**src/rtl/e203_exu_wbck_sched_pkg.sv**
```systemverilog
// Shared widths and FSM encodings for the EXU writeback scheduler.
// Mirrors the E203 defines so the bench can reuse them.
package e203_exu_wbck_sched_pkg;

  localparam int E203_XLEN        = 32;
  localparam int E203_RFIDX_WIDTH = 5;

  typedef enum logic {
    E203_WBSCHED_NORM  = 1'b0,
    E203_WBSCHED_BOOST = 1'b1
  } wbsched_state_e;

  localparam logic SRC_ALU   = 1'b0;
  localparam logic SRC_LONGP = 1'b1;

endpackage

```
**src/rtl/e203_exu_wbck_ostage.sv**
```systemverilog
// One-entry valid/ready register slice; load and drain may share a cycle.
// out_vld is purely registered, so out_rdy never reaches it combinationally.
module e203_exu_wbck_ostage #(
  parameter int W = 38
) (
  input  logic         clk,
  input  logic         rst,
  input  logic         in_load,
  input  logic [W-1:0] in_dat,
  output logic         out_vld,
  input  logic         out_rdy,
  output logic [W-1:0] out_dat
);

  logic         vld_q, vld_d;
  logic [W-1:0] dat_q, dat_d;

  always_comb begin
    vld_d = vld_q;
    dat_d = dat_q;
    if (out_rdy) vld_d = 1'b0;
    if (in_load) begin
      vld_d = 1'b1;
      dat_d = in_dat;
    end
  end

  always_ff @(posedge clk) begin
    if (rst) begin
      vld_q <= 1'b0;
      dat_q <= '0;
    end else begin
      vld_q <= vld_d;
      dat_q <= dat_d;
    end
  end

  assign out_vld = vld_q;
  assign out_dat = dat_q;

endmodule

```
**src/rtl/e203_exu_wbck_sched.sv**
```systemverilog
// Regfile write-port scheduler: ALU priority with a starvation boost for
// the OITF-ordered long pipe, feeding a one-entry output stage.
module e203_exu_wbck_sched
  import e203_exu_wbck_sched_pkg::*;
#(
  parameter int XLEN       = E203_XLEN,
  parameter int RFIDX_W    = E203_RFIDX_WIDTH,
  parameter int STARVE_MAX = 4,
  parameter int CNT_W      = 3
) (
  input  logic               clk,
  input  logic               rst,
  input  logic               alu_wbck_i_valid,
  output logic               alu_wbck_i_ready,
  input  logic [XLEN-1:0]    alu_wbck_i_wdat,
  input  logic [RFIDX_W-1:0] alu_wbck_i_rdidx,
  input  logic               longp_wbck_i_valid,
  output logic               longp_wbck_i_ready,
  input  logic [XLEN-1:0]    longp_wbck_i_wdat,
  input  logic [RFIDX_W-1:0] longp_wbck_i_rdidx,
  output logic               rf_wbck_o_valid,
  input  logic               rf_wbck_o_ready,
  output logic [XLEN-1:0]    rf_wbck_o_wdat,
  output logic [RFIDX_W-1:0] rf_wbck_o_rdidx,
  output logic               rf_wbck_o_src,
  output logic               starve_boost
);

  localparam int              EW        = 1 + RFIDX_W + XLEN;
  localparam logic [CNT_W-1:0] CNT_SAT  = '1;
  localparam logic [CNT_W-1:0] STARVE_TH = CNT_W'(STARVE_MAX);

  wbsched_state_e   state_q, state_d;
  logic [CNT_W-1:0] cnt_q, cnt_d, cnt_inc;
  logic             out_vld, stage_free;
  logic             gnt_alu, gnt_lp, acc_alu, acc_lp, load, lp_starved;
  logic [EW-1:0]    ld_ent, out_ent;

  assign stage_free = ~out_vld | rf_wbck_o_ready;

  always_comb begin
    gnt_alu = 1'b0;
    gnt_lp  = 1'b0;
    if (state_q == E203_WBSCHED_BOOST) begin
      gnt_lp  = longp_wbck_i_valid;
      gnt_alu = alu_wbck_i_valid & ~longp_wbck_i_valid;
    end else begin
      gnt_alu = alu_wbck_i_valid;
      gnt_lp  = longp_wbck_i_valid & ~alu_wbck_i_valid;
    end
  end

  assign alu_wbck_i_ready   = ~rst & stage_free & gnt_alu;
  assign longp_wbck_i_ready = ~rst & stage_free & gnt_lp;
  assign acc_alu = alu_wbck_i_valid & alu_wbck_i_ready;
  assign acc_lp  = longp_wbck_i_valid & longp_wbck_i_ready;

  // x0 writes complete the handshake but never occupy the output stage
  assign load = (acc_alu & (|alu_wbck_i_rdidx)) | (acc_lp & (|longp_wbck_i_rdidx));
  assign ld_ent = acc_lp ? {SRC_LONGP, longp_wbck_i_rdidx, longp_wbck_i_wdat}
                         : {SRC_ALU,   alu_wbck_i_rdidx,   alu_wbck_i_wdat};

  assign lp_starved = longp_wbck_i_valid & ~acc_lp;
  assign cnt_inc    = (cnt_q == CNT_SAT) ? cnt_q : cnt_q + 1'b1;

  always_comb begin
    cnt_d   = lp_starved ? cnt_inc : '0;
    state_d = state_q;
    case (state_q)
      E203_WBSCHED_NORM:  if (lp_starved && cnt_inc >= STARVE_TH) state_d = E203_WBSCHED_BOOST;
      E203_WBSCHED_BOOST: if (acc_lp) state_d = E203_WBSCHED_NORM;
      default:            state_d = E203_WBSCHED_NORM;
    endcase
  end

  always_ff @(posedge clk) begin
    if (rst) begin
      state_q <= E203_WBSCHED_NORM;
      cnt_q   <= '0;
    end else begin
      state_q <= state_d;
      cnt_q   <= cnt_d;
    end
  end

  e203_exu_wbck_ostage #(.W(EW)) u_ostage (
    .clk     (clk),
    .rst     (rst),
    .in_load (load),
    .in_dat  (ld_ent),
    .out_vld (out_vld),
    .out_rdy (rf_wbck_o_ready),
    .out_dat (out_ent)
  );

  assign rf_wbck_o_valid = out_vld;
  assign {rf_wbck_o_src, rf_wbck_o_rdidx, rf_wbck_o_wdat} = out_ent;
  assign starve_boost = (state_q == E203_WBSCHED_BOOST);

endmodule

```
**config.mk**
```make
export PLATFORM = sky130hd
export DESIGN_NAME = e203_exu_wbck_sched
export DESIGN_NICKNAME = d
export VERILOG_FILES = /design/src/rtl/e203_exu_wbck_sched_pkg.sv /design/src/rtl/e203_exu_wbck_ostage.sv /design/src/rtl/e203_exu_wbck_sched.sv
export SDC_FILE = /design/constraint.sdc
export NUM_CORES = 1
export LEC_CHECK = 0
export ABC_AREA = 1
export BUFFER_PORTS_ARGS = -buffer_cell sky130_fd_sc_hd__buf_2
export CAP_MARGIN = 20
export CORE_MARGIN = 2
export CORE_UTILIZATION = 45
export CTS_CLUSTER_DIAMETER = 120
export DETAILED_ROUTE_END_ITERATION = 8
export PLACE_DENSITY = 0.87
export SYNTH_ARGS = -nofsm -noshare
export SYNTH_HDL_FRONTEND = slang
export SYNTH_SLANG_ARGS = --single-unit
```
**constraint.sdc**
```tcl
create_clock -name clk -period 2.9 [get_ports clk]
set_input_delay 0.145 -clock clk [delete_from_list [all_inputs] [get_ports clk]]
set_output_delay 0.145 -clock clk [all_outputs]
set_load 0.02 [all_outputs]
```
==> flow_summary.toml <==
[timing]
min_period_over_period = 0.682
timing_max_transition_violations_final = 0
final.setup.tns_ps = 0
worst_pin_slew_ps = 636
final.setup_skew_ps = 7.93
max_freq_mhz = 505
hold_violations = 0
final.min_clock_period_ps = 1980
report.final.setup_viol = 0
fin_ws_ps = 922
rsz0062_at_grt = "no"
slew_headroom = 0.575

[global_routing]
grtUsageMet1 = 0.250
grt.met2_usage = 0.376
grt_pass1_wl_um = 10700
grt_start_max_net_pins = 41
grt_util_met3 = 0.0486
vias_in_the_first_global_route = 2454
antenna_found_initial = 0
groute.usage.overall = 0.212
grt_most_used_layer = "met2"
grt_overflow = 0

[synth]
ys_seq_area_frac = 0.335
post-synth-top-area-fraction = 0.335
netlist.top_cell.by_area = "sky130_fd_sc_hd__dfxtp_1"
netlist_area_um2 = 2570
synth_top_cells_by_area = "sky130_fd_sc_hd__dfxtp_1 (33%), sky130_fd_sc_hd__nand2_1 (17%), sky130_fd_sc_hd__nor2_1 (12%)"
postSynthAreaPerCell_um2 = 6.31
mappedNetlistNets = 487
synth_seq_cells = 43
cell_count_after_synthesis = 407
yosysWarningCount = 0
post_synth_num_cell_types = 20

[clock_network]
deepest_clock_path_buffer_count = 2
cts_made_buffers = 5
cts_setup_buffers = 0
worst_skew_pair.late_latency_ps = 290
post_cts.resized_instances = 0
cts.root.buffer_cell = "sky130_fd_sc_hd__clkbuf_8"
cts_hold_buf = 0
clock_sinks = 43
clock_transition_at_the_registers_of_the_reported_paths_ps = 80
h-tree-depth = 2
cts_tree = "yes"

[finish]
flow.area_growth_from_synthesis_pct = 25.7
mostFrequentLayoutCell = "sky130_fd_sc_hd__buf_2"
fillerInstances = 530
layout.cells.non_filler = 587
drive_gt1_frac = 0.315
antenna_cells = 0
layout.cells.most_common_list = "sky130_fd_sc_hd__buf_2 (120), sky130_fd_sc_hd__nand2_1 (119), sky130_fd_sc_hd__nor2_1 (81)"
sequential_cell_area_um2 = 861
fin_nets = 595
multi_input_area_um2 = 1360
postLayoutCoreUtil = 0.586

[worst_setup_path]
crit_path_cell_chain = "nand2_1 -> nand2_1 -> nor2_4 -> nand2_2 -> nand2_1 -> inv_2 -> nor2_1 -> nor2_1"
worstPathRequired_ps = 3120
cp_common_cell = "sky130_fd_sc_hd__nand2_1"
critical_path.startpoint_type = "flop"
ff2ff_setup_slack_ps = 920
cp_data_arrival_time_ps = 2200
crit_path_end_kind = "flop"
critPathMaxStageDelay_ps = 500
crit_path_max_fanout = 37
worstSetupPathType = "reg -> reg"
crit_path_top_delay_cell = "sky130_fd_sc_hd__inv_2"

[floorplan]
floorplan.io_pins = 121
core-area_um2 = 5510
initial_util = 0.467
die_w_um = 79.6
die-area_um2 = 6330
rows = 27
dieHeight_um = 79.6

[routing]
routed_wirelength_um = 6660
routed-via-count = 2742
vias_per_cell = 4.67
drt-initial-drc-count = 160
wl_per_cell_um = 11.3
drc = 0
drt_first_pass_iters = 4
detail-route-antenna-nets = 0

[pwr]
internal_pwr_total_mw = 1.00
part_of_the_total_power_dissipated_in_combinational_logic = 0.296
sequentialPowerShare = 0.450
clock_power_share = 0.253
power.switching_fraction = 0.328
peakVddDrop_v = 0.000211
power_per_cell_area_nw_per_um2 = 462
switching_power_mw = 0.489
p_leak_nw = 1.94

[placed_design]
final_weighted_congestion_in_routability_driven_placement = 0.812
dp.final_hpwl_um = 4720
io_buffers = 120
worst_setup_slack_post_dpl_ps = 957
dp.cells = 580

[outcome]
result_of_the_run = "finished, final reports clean"

[hold_path]
hold_path_class = "in -> reg"

[job]
drv_cap = 0
[registers in the layout, indices dropped and copies added (netlist names), named ones only]
signal and count:
cnt_q 2, starve_boost 1, u_ostage.out_vld 1, u_ostage.out_dat 38
[worst paths after layout]
| kind | start | endpoint | cells after the start |
|---|---|---|---|
| worst max-delay path | u_ostage.out_vld$_SDFFE_PP0P_ | u_ostage.out_dat[8]$_SDFFE_PP0P_ | 8 |
| worst min-delay path | alu_wbck_i_wdat[1] | u_ostage.out_dat[1]$_SDFFE_PP0P_ | 5 |
| worst max register to register | u_ostage.out_vld$_SDFFE_PP0P_ | u_ostage.out_dat[8]$_SDFFE_PP0P_ | 8 |
| worst min register to register | u_ostage.out_dat[37]$_SDFFE_PP0P_ | u_ostage.out_dat[37]$_SDFFE_PP0P_ | 2 |
[cells in the mapped netlist (all sizes together)]
cell    number
a21boi       1
dfxtp       43
clkbuf       6
a21oi        3
buf         21
nand3b       1
o21ai        3
xnor2        1
nor2        82
ha           1
nand2      120
nand3       79
inv         46
[routing by layer]
layer | up-vias | wire (um)
met5 | - | 0
met4 | 0 | 88
met3 | 10 | 311
met2 | 79 | 3340
met1 | 1201 | 2920
li1 | 1452 | -
[metrics by stage]
step                      hold WS, ps  power (mW)  area (um^2)
after floorplan                   301       0.991         2570
after global placement            447        1.11         3140
after detailed placement          455        1.13         3140
after CTS                         143        1.51         3230
after global routing              145        1.59         3230
final                             154        1.49         3230
[power groups by stage]
stage	Sequential [mW]	Clock, mW	Combinational [mW]
5_1_grt	0.677	0.418	0.494
3_3_place_gp	0.682	0	0.432
3_5_place_dp	0.685	0	0.442
6_report	0.671	0.377	0.442
4_1_cts	0.671	0.390	0.444
2_1_floorplan	0.747	0	0.244
[logic make-up (layout without fill, tap and decap cells)]
logic type               count (synthesis)  after routing  synth area share
buffers and inverters                   73            181             0.145
AND/OR/NAND/NOR                        282            282             0.495
flip-flops                              43             43             0.335
adder cells (fa/ha/maj)                  1              1           0.00487
XOR/XNOR                                 1              1           0.00341
AO/OA/AOI/OAI                            7              7            0.0175
[cell type report]
cell class                      count  share of cell area
Inverter                           46              0.0535
Tap cell                           72              0.0279
Clock buffer                        6              0.0256
Timing Repair Buffer              128               0.205
Multi-Input combinational cell    291               0.420
Sequential cell                    43               0.267
Clock inverter                      1             0.00155
[critical path: cells and delay by family, from the launching register on]
kind / cells / cell delay [ps]
AND/OR/NAND/NOR: 7 / 980
flip-flops: 1 / 410
buffers and inverters: 1 / 500
Power figures use the tool's default switching activity.
